[src/rtl/fcfs_pci_arbiter.sv]
// ---------------------------------------------------------------------------
// fcfs_pci_arbiter
//   First-come-first-served arbiter for a PCI-style shared bus. Requesting
//   masters are appended to a FIFO in arrival order. The head of the FIFO is
//   granted. Ownership passes on when the head starts a transaction (FRAME#
//   asserted on an idle bus) or drops its request. A one-cycle all-ones
//   turnaround (GAP) always separates two grants.
//
//   Optional feature macro: ARB_TIMEOUT_EN
//     When defined, a grant that stays unused on an idle bus for
//     TIMEOUT_CYCLES cycles is revoked. The head is then rotated to the tail.
//
// Ports
//   clk        rising-edge clock
//   rst        synchronous reset, active-high
//   req        active-low bus requests, one per master
//   frame      active-low PCI FRAME#
//   irdy       active-low PCI IRDY#
//   gnt        active-low registered grants, at most one bit low
//   gnt_valid  high while a grant bit is low
//   gnt_idx    index of the granted master (0 when gnt_valid=0)
//   q_count    number of queued masters, including the granted head
// ---------------------------------------------------------------------------
module fcfs_pci_arbiter #(
  parameter int N_MASTERS      = 8,
  parameter int IDX_W          = 3,
  parameter int TIMEOUT_CYCLES = 16
) (
  input  logic                 clk,
  input  logic                 rst,
  input  logic [N_MASTERS-1:0] req,
  input  logic                 frame,
  input  logic                 irdy,
  output logic [N_MASTERS-1:0] gnt,
  output logic                 gnt_valid,
  output logic [IDX_W-1:0]     gnt_idx,
  output logic [IDX_W:0]       q_count
);

  if (IDX_W != $clog2(N_MASTERS)) begin : g_bad_idx_w
    $error("IDX_W must equal clog2(N_MASTERS)");
  end
  if (TIMEOUT_CYCLES < 1) begin : g_bad_timeout
    $error("TIMEOUT_CYCLES must be at least 1");
  end

  typedef enum logic [1:0] {IDLE, GRANT, GAP} state_t;

  state_t               state, state_nx;
  logic [IDX_W-1:0]     q    [N_MASTERS];
  logic [IDX_W-1:0]     q_nx [N_MASTERS];
  logic [IDX_W:0]       cnt, cnt_nx;
  logic [N_MASTERS-1:0] in_q, in_q_nx;
  logic [N_MASTERS-1:0] head_onehot;
  logic [IDX_W-1:0]     head;
  logic                 bus_idle_q;
  logic                 start;
  logic                 pop;
  logic                 rotate;
  logic                 timeout;

  assign head    = q[0];
  assign start   = ~frame & bus_idle_q;
  assign q_count = cnt;

`ifdef ARB_TIMEOUT_EN
  localparam int TW = $clog2(TIMEOUT_CYCLES + 1);
  logic [TW-1:0] tcnt;

  // Counts idle-bus cycles of an unused grant; clears whenever GRANT is left.
  always_ff @(posedge clk) begin
    if (rst) begin
      tcnt <= '0;
    end else if (state != GRANT || state_nx != GRANT) begin
      tcnt <= '0;
    end else if (bus_idle_q) begin
      tcnt <= tcnt + TW'(1);
    end
  end

  assign timeout = (tcnt == TW'(TIMEOUT_CYCLES));
`else
  assign timeout = 1'b0;
`endif

  // Queue update: pop the head first, then drop withdrawn entries, then append
  // new requesters in ascending index order. Appending uses the registered
  // in_q map, so a master popped at this edge re-enters at the tail next edge.
  always_comb begin
    logic [IDX_W:0] n;
    state_nx = state;
    pop      = 1'b0;
    rotate   = 1'b0;
    in_q_nx  = in_q;
    n        = '0;
    for (int i = 0; i < N_MASTERS; i++) begin
      q_nx[i] = '0;
    end

    if (state == GRANT) begin
      if (start) begin
        pop = 1'b1;
      end else if (req[head]) begin
        pop = 1'b1;
      end else if (timeout) begin
        rotate = 1'b1;
      end
    end

    for (int j = 0; j < N_MASTERS; j++) begin
      if (j < int'(cnt)) begin
        // The granted head is governed by pop/rotate, not by withdraw.
        if (j == 0 && state == GRANT) begin
          if (pop) begin
            in_q_nx[q[0]] = 1'b0;
          end else if (!rotate) begin
            q_nx[n[IDX_W-1:0]] = q[0];
            n = n + (IDX_W+1)'(1);
          end
        end else if (req[q[j]]) begin
          in_q_nx[q[j]] = 1'b0;
        end else begin
          q_nx[n[IDX_W-1:0]] = q[j];
          n = n + (IDX_W+1)'(1);
        end
      end
    end

    if (rotate) begin
      q_nx[n[IDX_W-1:0]] = q[0];
      n = n + (IDX_W+1)'(1);
    end

    for (int i = 0; i < N_MASTERS; i++) begin
      if (!req[i] && !in_q[i]) begin
        q_nx[n[IDX_W-1:0]] = IDX_W'(i);
        n = n + (IDX_W+1)'(1);
        in_q_nx[i] = 1'b1;
      end
    end
    cnt_nx = n;

    case (state)
      IDLE:    if (n != '0) state_nx = GRANT;
      GRANT:   if (pop || rotate) state_nx = GAP;
      GAP:     state_nx = (n != '0) ? GRANT : IDLE;
      default: state_nx = IDLE;
    endcase
  end

  always_comb begin
    head_onehot       = '0;
    head_onehot[head] = 1'b1;
  end

  // State register; grant outputs are registered from the current state, so
  // they trail a state change by one cycle and GAP shows all ones once.
  always_ff @(posedge clk) begin
    if (rst) begin
      state      <= IDLE;
      cnt        <= '0;
      in_q       <= '0;
      bus_idle_q <= 1'b1;
      gnt        <= '1;
      gnt_valid  <= 1'b0;
      gnt_idx    <= '0;
      for (int i = 0; i < N_MASTERS; i++) begin
        q[i] <= '0;
      end
    end else begin
      state      <= state_nx;
      cnt        <= cnt_nx;
      in_q       <= in_q_nx;
      bus_idle_q <= frame & irdy;
      gnt        <= (state == GRANT) ? ~head_onehot : '1;
      gnt_valid  <= (state == GRANT);
      gnt_idx    <= (state == GRANT) ? head : '0;
      for (int i = 0; i < N_MASTERS; i++) begin
        q[i] <= q_nx[i];
      end
    end
  end

endmodule

[config.mk]
export PLATFORM = sky130hd
export DESIGN_NAME = fcfs_pci_arbiter
export DESIGN_NICKNAME = d
export VERILOG_FILES = /design/src/rtl/fcfs_pci_arbiter.sv
export SDC_FILE = /design/constraint.sdc
export NUM_CORES = 1
export LEC_CHECK = 0
export CORE_MARGIN = 2
export CORE_UTILIZATION = 60
export DETAILED_ROUTE_END_ITERATION = 12
export PLACE_DENSITY_LB_ADDON = 0.05
export SYNTH_ARGS = -nofsm -noshare
export SYNTH_HDL_FRONTEND = slang
export SYNTH_SLANG_ARGS = --single-unit
[constraint.sdc]
create_clock -name clk -period 19.2 [get_ports clk]
set_input_delay 2.88 -clock clk [delete_from_list [all_inputs] [get_ports clk]]
set_output_delay 2.88 -clock clk [all_outputs]
set_load 0.005 [all_outputs]
# [After elaboration in Yosys (flattened, before gate mapping)]
# Memories as Yosys holds them, arrays and structs flattened.
# Cells that the tools add are included.
# W data, S select, Z words.
[word_totals] n_memories=1 ff_bits=27 word_cells=361 in_bits=12 out_inout_bits=16 ram_bits=24
[memory_table] memory="q" depth=8 word_bits=3 rd=8 rd_ports_with_merged_regs=0 write_ports=8 line="50" source="logic [IDX_W-1:0] q [N_MASTERS];"
[op_classes] n_addsub=15 order_cmp=54 n_reduce_logical=51 n_eq_ne=4 muxes=165 bitwise=64
[ops] op="$mux W24" n=22
[ops] op="$bwmux W24" n=7
[ops] op="$mux W8" n=18
[ops] op="$demux W3 S3" n=15
[ops] op="$mux W4" n=24
[ops] op="$and A8 B8 Y8" n=11
[ops] op="$not A8 Y8" n=11
[ops] op="$mux W3" n=27
[ops] op="$add A4 B1 Y4 const B" n=15
[ops] op="$ge A4 B4 Y1 const B" n=15
[ops] op="$lt A4 B1 Y1 const B" n=15
[ops] op="$not A3 Y4" n=15
[ops] op="$and A16 B16 Y16" n=3
[ops] op="$not A16 Y16" n=3
[ops] op="$or A16 B16 Y16" n=3
[ops] op="$mux W1" n=33
[ops] op="$lt A3 B4 Y1 const B" n=8
[ops] op="$logic_and A1 B1 Y1" n=31
[ops] op="$and A24 B24 Y24" n=1
[ops] op="$bmux W1 S3" n=8
[ops] op="$demux W1 S3" n=8
[ops] op="$ge A3 B1 Y1 const B" n=8
[ops] op="$not A24 Y24" n=1
[ops] op="$or A24 B24 Y24" n=1
[ops] op="17 further kinds" n=50

# [Logic depth before layout (Yosys ltp)]
# An unclocked memory read counts as a cell.
[depth] word_depth=53 mapped_depth=57 ltp_nobuf=55

# [Worst setup path after synthesis]
# Ideal clock, no wire load.
[synth_path] path_kind="input -> register" startpoint="in req[4]" endpoint="reg state[0]" path_buffers=2 required_ps=19072 setup_time_ps=128 path_slack_ps=3910 t_arrival_ps=15162 stages=56 path_cell_list="buf_2 mux2_4 a222oi_1 and4_1 clkbuf_1 ha_1 a32o_2 ha_1 a211o_1 o21ai_0 ha_1 o21ai_0 inv_1 ha_1 nand2_1 a21boi_1 inv_1 ha_1 (+20 left out) ha_1 or3_1 a21boi_0 ha_1 a22o_1 a31oi_1 inv_1 ha_1 nor2_1 a21o_1 inv_1 ha_1 nand2_1 o21a_1 inv_1 ha_1 o41ai_1 a31oi_1"
[synth_between] elab_chain_len=48 word_cells_on_any_way=68 classes_between="add/sub: 15; eq/ne: 2; mux: 47; reduce/logical: 4"
[synth_rtl] element="from (decl)" line="31" source="input logic [N_MASTERS-1:0] req,"
[synth_rtl] element="$bmux W1 S3" line="103, 120"
[synth_rtl] element="$mux W1 (implied by the code)" line="103, 120"
[synth_rtl] element="$mux W1" line="103" source="end else if (req[head]) begin"
[synth_rtl] element="$mux W1" line="101" source="if (start) begin"
[synth_rtl] element="$mux W1" line="100" source="if (state == GRANT) begin"
[synth_rtl] element="$mux W1" line="114" source="if (pop) begin"
[synth_rtl] element="$mux W4" line="113" source="if (j == 0 && state == GRANT) begin"
[synth_rtl] element="$mux W4" line="111" source="if (j < int'(cnt)) begin"
[synth_rtl] element="(+32 left out)"
[synth_rtl] element="$mux W4" line="135" source="if (!req[i] && !in_q[i]) begin"
[synth_rtl] element="$add A4 B1 Y4" line="137" source="n = n + (IDX_W+1)'(1);"
[synth_rtl] element="$mux W4" line="135"
[synth_rtl] element="$add A4 B1 Y4" line="137"
[synth_rtl] element="$mux W4" line="135"
[synth_rtl] element="$reduce_bool A4 Y1" line="144, 146"
[synth_rtl] element="$mux W1 / $ne A2 B2 Y1 (equally long branches)"
[synth_rtl] element="$pmux W2 S3 / $reduce_and A2 Y1 (equally long branches)"
[synth_rtl] element="to (signal assigned)" line="171" source="state <= state_nx;"
[synth_rtl] element="to (decl)" line="49" source="state_t state, state_nx;"
# Several ways; a longest one is shown, not always the timed one. The select of a mux whose other input is x is not followed.
# A chain may end at the register's enable or synchronous reset.

# [Worst setup path after layout]
[layout_path] startpoint="in req[6]" endpoint="reg state[0]"
# Same word-level chain as after synthesis.

==> results.toml <==
[finish]
syn_to_final_growth_pct = 5.872
n_antenna_cell = 0
final_common_cell = "nor2_1"
regArea_um2 = 1021
nets = 991
layout-drive-gt1-share_pct = 7.588
fin_cells = 1105
nFillCells = 1031
multiInputGateArea_um2 = 5475
layout_common_cells = "nor2_1, nand2_1, a21oi_1"

[floorplanning]
die_w_um = 111.1
die_h_um = 111.1
pin_count = 28
initial_core_util_pct = 60.80
rows = 39
dieArea_um2 = 12340
core_um2 = 11320

[clocking]
path_clk_slew_ns = 0.07
cts_tree = "yes"
clock_latency_ns = 0.29
cts_resized = 0
hold_buffers = 0
cts_inserted_buffers = 5
cts_setup_buffers = 0
htreeDepth = 2
cts_num_sinks = 51
clock_path_buffers = 2
cts_root_buf = "clkbuf_16"

[timing]
slew_headroom_pct = 38.56
hold_violations = 0
fin_crit_sh_pct = 93.36
min_period_ns = 17.93
rsz0062_at_grt = "no"
finalClockSkew_ns = 0.003661
fin_ws_ns = 1.274
slew_violations = 0
fmax_ghz = 0.05578
setup_viol = 0
tightest_slew_ns = 0.9203
holdWs_ns = 0.5254
final.setup.tns_ns = 0

[routing]
firstDrtPassIters = 6
wl_met1_mm = 9.994
vias_per_cell = 7.151
top_layer = "met4"
wl_met2_mm = 11.27
drt_wl_total_mm = 25.59
vias = 7902
dr.first_iter.drc_count = 1067
wl_met3_mm = 2.807
drc = 0
drtAntennaViolNets = 0
avgRoutedWirePerCell_um = 23.16

[synth]
ys_ff_latch = 51
yosys_warnings = 0
synth_edf_count = 0
synth_area_um2 = 6883
synth_cell_types = 89
syn_area_per_cell_um2 = 7.009
synthFlopType = "dfxtp_1"
synth_nets = 1012
netlist_instances = 982
yosysSeqAreaShare_pct = 14.83
async_flop_share_pct = 0

[setup_path]
path_buf_inv = 9
end_kind = "flop"
reg2reg_slack_ns = 3.91
path_class = "input pin to flop"
critPathMaxFanout = 12
critPathMaxStageDelay_ns = 0.69
cp.required_ns = 19.37
arrival_ns = 18.10
crit_family = "compound AO/OA/AOI/OAI gates"
cp_common_cell = "ha_1"
critPathSlowestCell = "clkdlybuf4s50_1"
setup.worst_path.start_class = "input pin"

[global_route]
grt_max_degree = 47
grt_usage_pct = 40.24
grt_pass1_wl_mm = 39.72
grt_antenna_before_repair = 0
first_global_vias = 7289
gr-total-overflow = 0

[placement]
dpl_worst_slack_ns = 1.319
io_buffers = 27
gp_congestion = 1.077
placed_cells = 1097
dp.final_hpwl_mm = 20.03

[worst_hold_path]
hp-class = "flop to flop"

[run_status]
status = "finished, final reports clean"

[job]
drv_cap = 0
[worst paths after layout]
path                            startpoint  cells after the start       end
worst min register to register  bus_idle_q                      2  state[1]
worst max-delay path                req[6]                     55  state[0]
worst min-delay path            bus_idle_q                      2  state[1]
worst max register to register     q[0][0]                     54  state[0]
[per-stage QoR]
stage / utilization [%] / instance area (um2)
after floorplan: - / 6883
after global placement: 62.84 / 7114
after detailed placement: 62.84 / 7114
after CTS: 64.37 / 7287
after global routing: 64.37 / 7287
final: 64.37 / 7287
[per-layer routing]
metal | global-route usage, % | up-vias
met3 | 6.561 | 125
met2 | 64.21 | 614
met5 | 0 | -
li1 | - | 3528
met4 | 20.91 | 0
met1 | 52.45 | 3635
[flip-flops by register name, indices dropped and copies added (netlist names)]
name	flops
gnt_valid	1
in_q	8
gnt_idx	3
bus_idle_q	1
q_count	4
gnt	8
state	2
q	24
[synth_stat cells (all sizes together) (13+ instances only)]
cell type  count  area [um2]
nor2         137       514.2
nand2        129       484.2
a21oi         66       345.3
dfxtp         51        1021
mux2i         41       410.4
inv           39       153.9
clkbuf        38       142.6
nand3         36       180.2
nor3          35       175.2
o21ai         35       175.2
xnor2         34       459.2
a31oi         24       162.7
buf           18       82.58
ha            18       225.2
nor2b         16       100.1
and3          15       93.84
a211oi        13       115.1
o211ai        13       97.59
or3           13       81.33
[cell families after synthesis]
family                   count (synthesis)  share of synthesized area, %
AO/OA/AOI/OAI                          260                         26.27
XOR/XNOR                                47                         9.617
flip-flops                              51                         14.83
buffers and inverters                   97                         5.617
adder cells (fa/ha/maj)                 18                         3.272
multiplexers                            58                         9.780
AND/OR/NAND/NOR                        451                         30.61
[worst reg2reg max path: cells and delay by family, from the launching register on]
| kind | cells | cell delay [ns] |
|---|---|---|
| multiplexers | 2 | 0.72 |
| adder cells (fa/ha/maj) | 15 | 4.96 |
| flip-flops | 1 | 0.61 |
| AO/OA/AOI/OAI | 18 | 5.62 |
| buffers and inverters | 8 | 1.53 |
| AND/OR/NAND/NOR | 11 | 1.74 |
[area by class of cell]
class | instances | share of cell area [%]
clock buffer | 5 | 1.717
clock inverter | 3 | 0.6525
inverter | 41 | 2.215
multi-input combinational | 834 | 75.14
sequential | 51 | 14.01
tap | 143 | 2.455
timing repair buffer | 28 | 3.812
Power is left out: the tool's default activity adds up to more than one toggle a clock period on the data nets, which glitch-free logic cannot reach.
==> RTL change: new RTL, same flow settings <==
Build with the macro `ARB_TIMEOUT_EN` defined.
--- a/src/rtl/fcfs_pci_arbiter.sv
+++ b/src/rtl/fcfs_pci_arbiter.sv
@@ -22,4 +22,6 @@
 //   q_count    number of queued masters, including the granted head
 // ---------------------------------------------------------------------------
+`define ARB_TIMEOUT_EN
+
 module fcfs_pci_arbiter #(
   parameter int N_MASTERS      = 8,
Check against the original RTL: not settled (the Yosys comparison gave no result); the edit may change what the design does.
==> RTL change against the unedited design <==
Global-route usage is 0.20 points lower. Sequential cell count is 5 higher. Synthesized area is 12% higher. Largest cell class unchanged. Routed wire length is 13% higher. Utilization is 0.42 points higher. Highest routed layer unchanged. Setup slack better by 580 ps. Final area is 12% higher.
==> RTL change: results (changes against the unedited design) <==
| Metric | Value |
|---|---|
| Unique cell type count in the Yosys netlist | 93 (+4.5%) |
| Clock root buffer | clkbuf_16 |
| WHS Path Cells | 2 (unchanged) |
| FF-to-FF path depth | 66 (+22%) |
| Share of post-route cells with drive strength above 1 | 0.0892 (+0.0133) |
| Crit Path Max Fanout | 11 (-1) |
| Hpwl dp | 22900 um (+14%) |
| R2r endpoint | state[0] |
| Synth top area cells | dfxtp_1, mux2i_1, nand2_1, nor2_1, ha_1 |
| Post-route insts no fill | 1215 (+10%) |
| Largest net degree at the start of global routing | 48 (+2.1%) |
| HP Start | tcnt[4] |
| Outcome | complete, no violations |
| Pre-antenna DRT Iters | 7 (+1) |
| Max IR drop VDD | 0.389 mV |
| Clk_skew | 4.33 ps (+0.665 ps) |
| Crit path from | req[6] |
| Total GRT Usage | 0.400 (-0.00200) |
| Routability Congestion | 1.08 (+0.20%) |
| Via count | 8559 (+8.3%) |
| Gate Count Post-Synth | 1061 (+8.0%) |
| Fill cells | 1168 (+13%) |
| Cell with the most instances after synthesis | nand2_1 |
| Hold endpoint | tcnt[4] |
| Setup WS pre-CTS | 1830 ps (+514 ps) |
| Starting DRT DRC Count | 1070 (+0.28%) |
| CP peak stage delay | 610 ps (-80 ps) |
| Register area share after synthesis | 0.145 (-0.00352) |
| Slowest CP cell | clkdlybuf4s50_1 |
| Initial antenna violation count | 0 (unchanged) |
| Routed len/inst | 23.8 um (+2.7%) |
| Endpoint class of the critical path | flop |
| Number of global-route vias before repair | 7604 (+4.3%) |
| H-tree levels | 2 (unchanged) |
| Sw frac | 0.582 |
| Clock latency on the worst-skew pair | 290 ps (about the same) |
| Synth cell count leaders | nand2_1, nor2_1, dfxtp_1, mux2i_1 |
| Slew at the pin closest to its max-slew limit | 1100 ps (+179 ps) |
| Min setup slack post-route | 1850 ps (+580 ps) |
| CTS Buf Count | 5 (unchanged) |
| First-pass GRT wire length | 43600 um (+9.9%) |
| Cts repair resizes | 0 (unchanged) |
| Worst reg-to-reg setup slack | 4450 ps (+540 ps) |
| Port-buffer cells | 27 (unchanged) |
| Worst R2R Start | q[0][1] |
==> RTL change: cell types whose count changed in the layout (fill, tap and decap cells not counted), sizes merged, moves of 7 or more <==
| cell | change |
|---|---|
| nor2 | -25 |
| nand3 | +16 |
| nor3 | +16 |
| mux2i | +15 |
| nand2 | -14 |
| a21oi | -11 |
| nor4 | +11 |
| o21ai | +11 |
| mux2 | +8 |
| nand2b | +8 |
| a221oi | +7 |
==> RTL change: cells by family (layout without fill, tap and decap cells) <==
family	after synthesis	in the layout	share of synthesized area
AND/OR/NAND/NOR	492	492	0.322
buffers and inverters	98	80	0.0508
multiplexers	85	85	0.129
adder cells (fa/ha/maj)	21	21	0.0339
XOR/XNOR	52	52	0.0904
AO/OA/AOI/OAI	257	257	0.229
flip-flops	56	56	0.145
==> RTL change: routing by layer <==
| metal | GRT usage | routed length (um) |
|---|---|---|
| met1 | 0.531 | 11500 |
| met2 | 0.616 | 12300 |
| met3 | 0.0785 | 3230 |
| met4 | 0.211 | 1880 |
| met5 | 0 | 0 |
==> RTL change: critical path, delay by kind of cell <==
kind	cells	cell delay, ps
AOI/OAI and AO/OA	11	2420
xor gates and xnor gates	1	160
adders and majority gates	16	4850
buffers and inverters	13	2370
muxes	6	1750
and+or+nand+nor	19	3110
==> RTL change: area by class of cell <==
type                       instances  area share
sequential                        56       0.137
inverter                          40      0.0184
clock buffer                       5      0.0153
multi-input combinational        907       0.762
tap                              172      0.0263
clock inverter                     3     0.00352
timing repair buffer              32      0.0376
==> RTL change: per-stage QoR <==
step	instance area [um^2]	util	hold slack, ps
2_1_floorplan	7740	-	471
3_3_place_gp	8020	0.636	493
3_5_place_dp	8020	0.636	514
4_1_cts	8180	0.648	531
5_1_grt	8180	0.648	571
6_report	8180	0.648	529
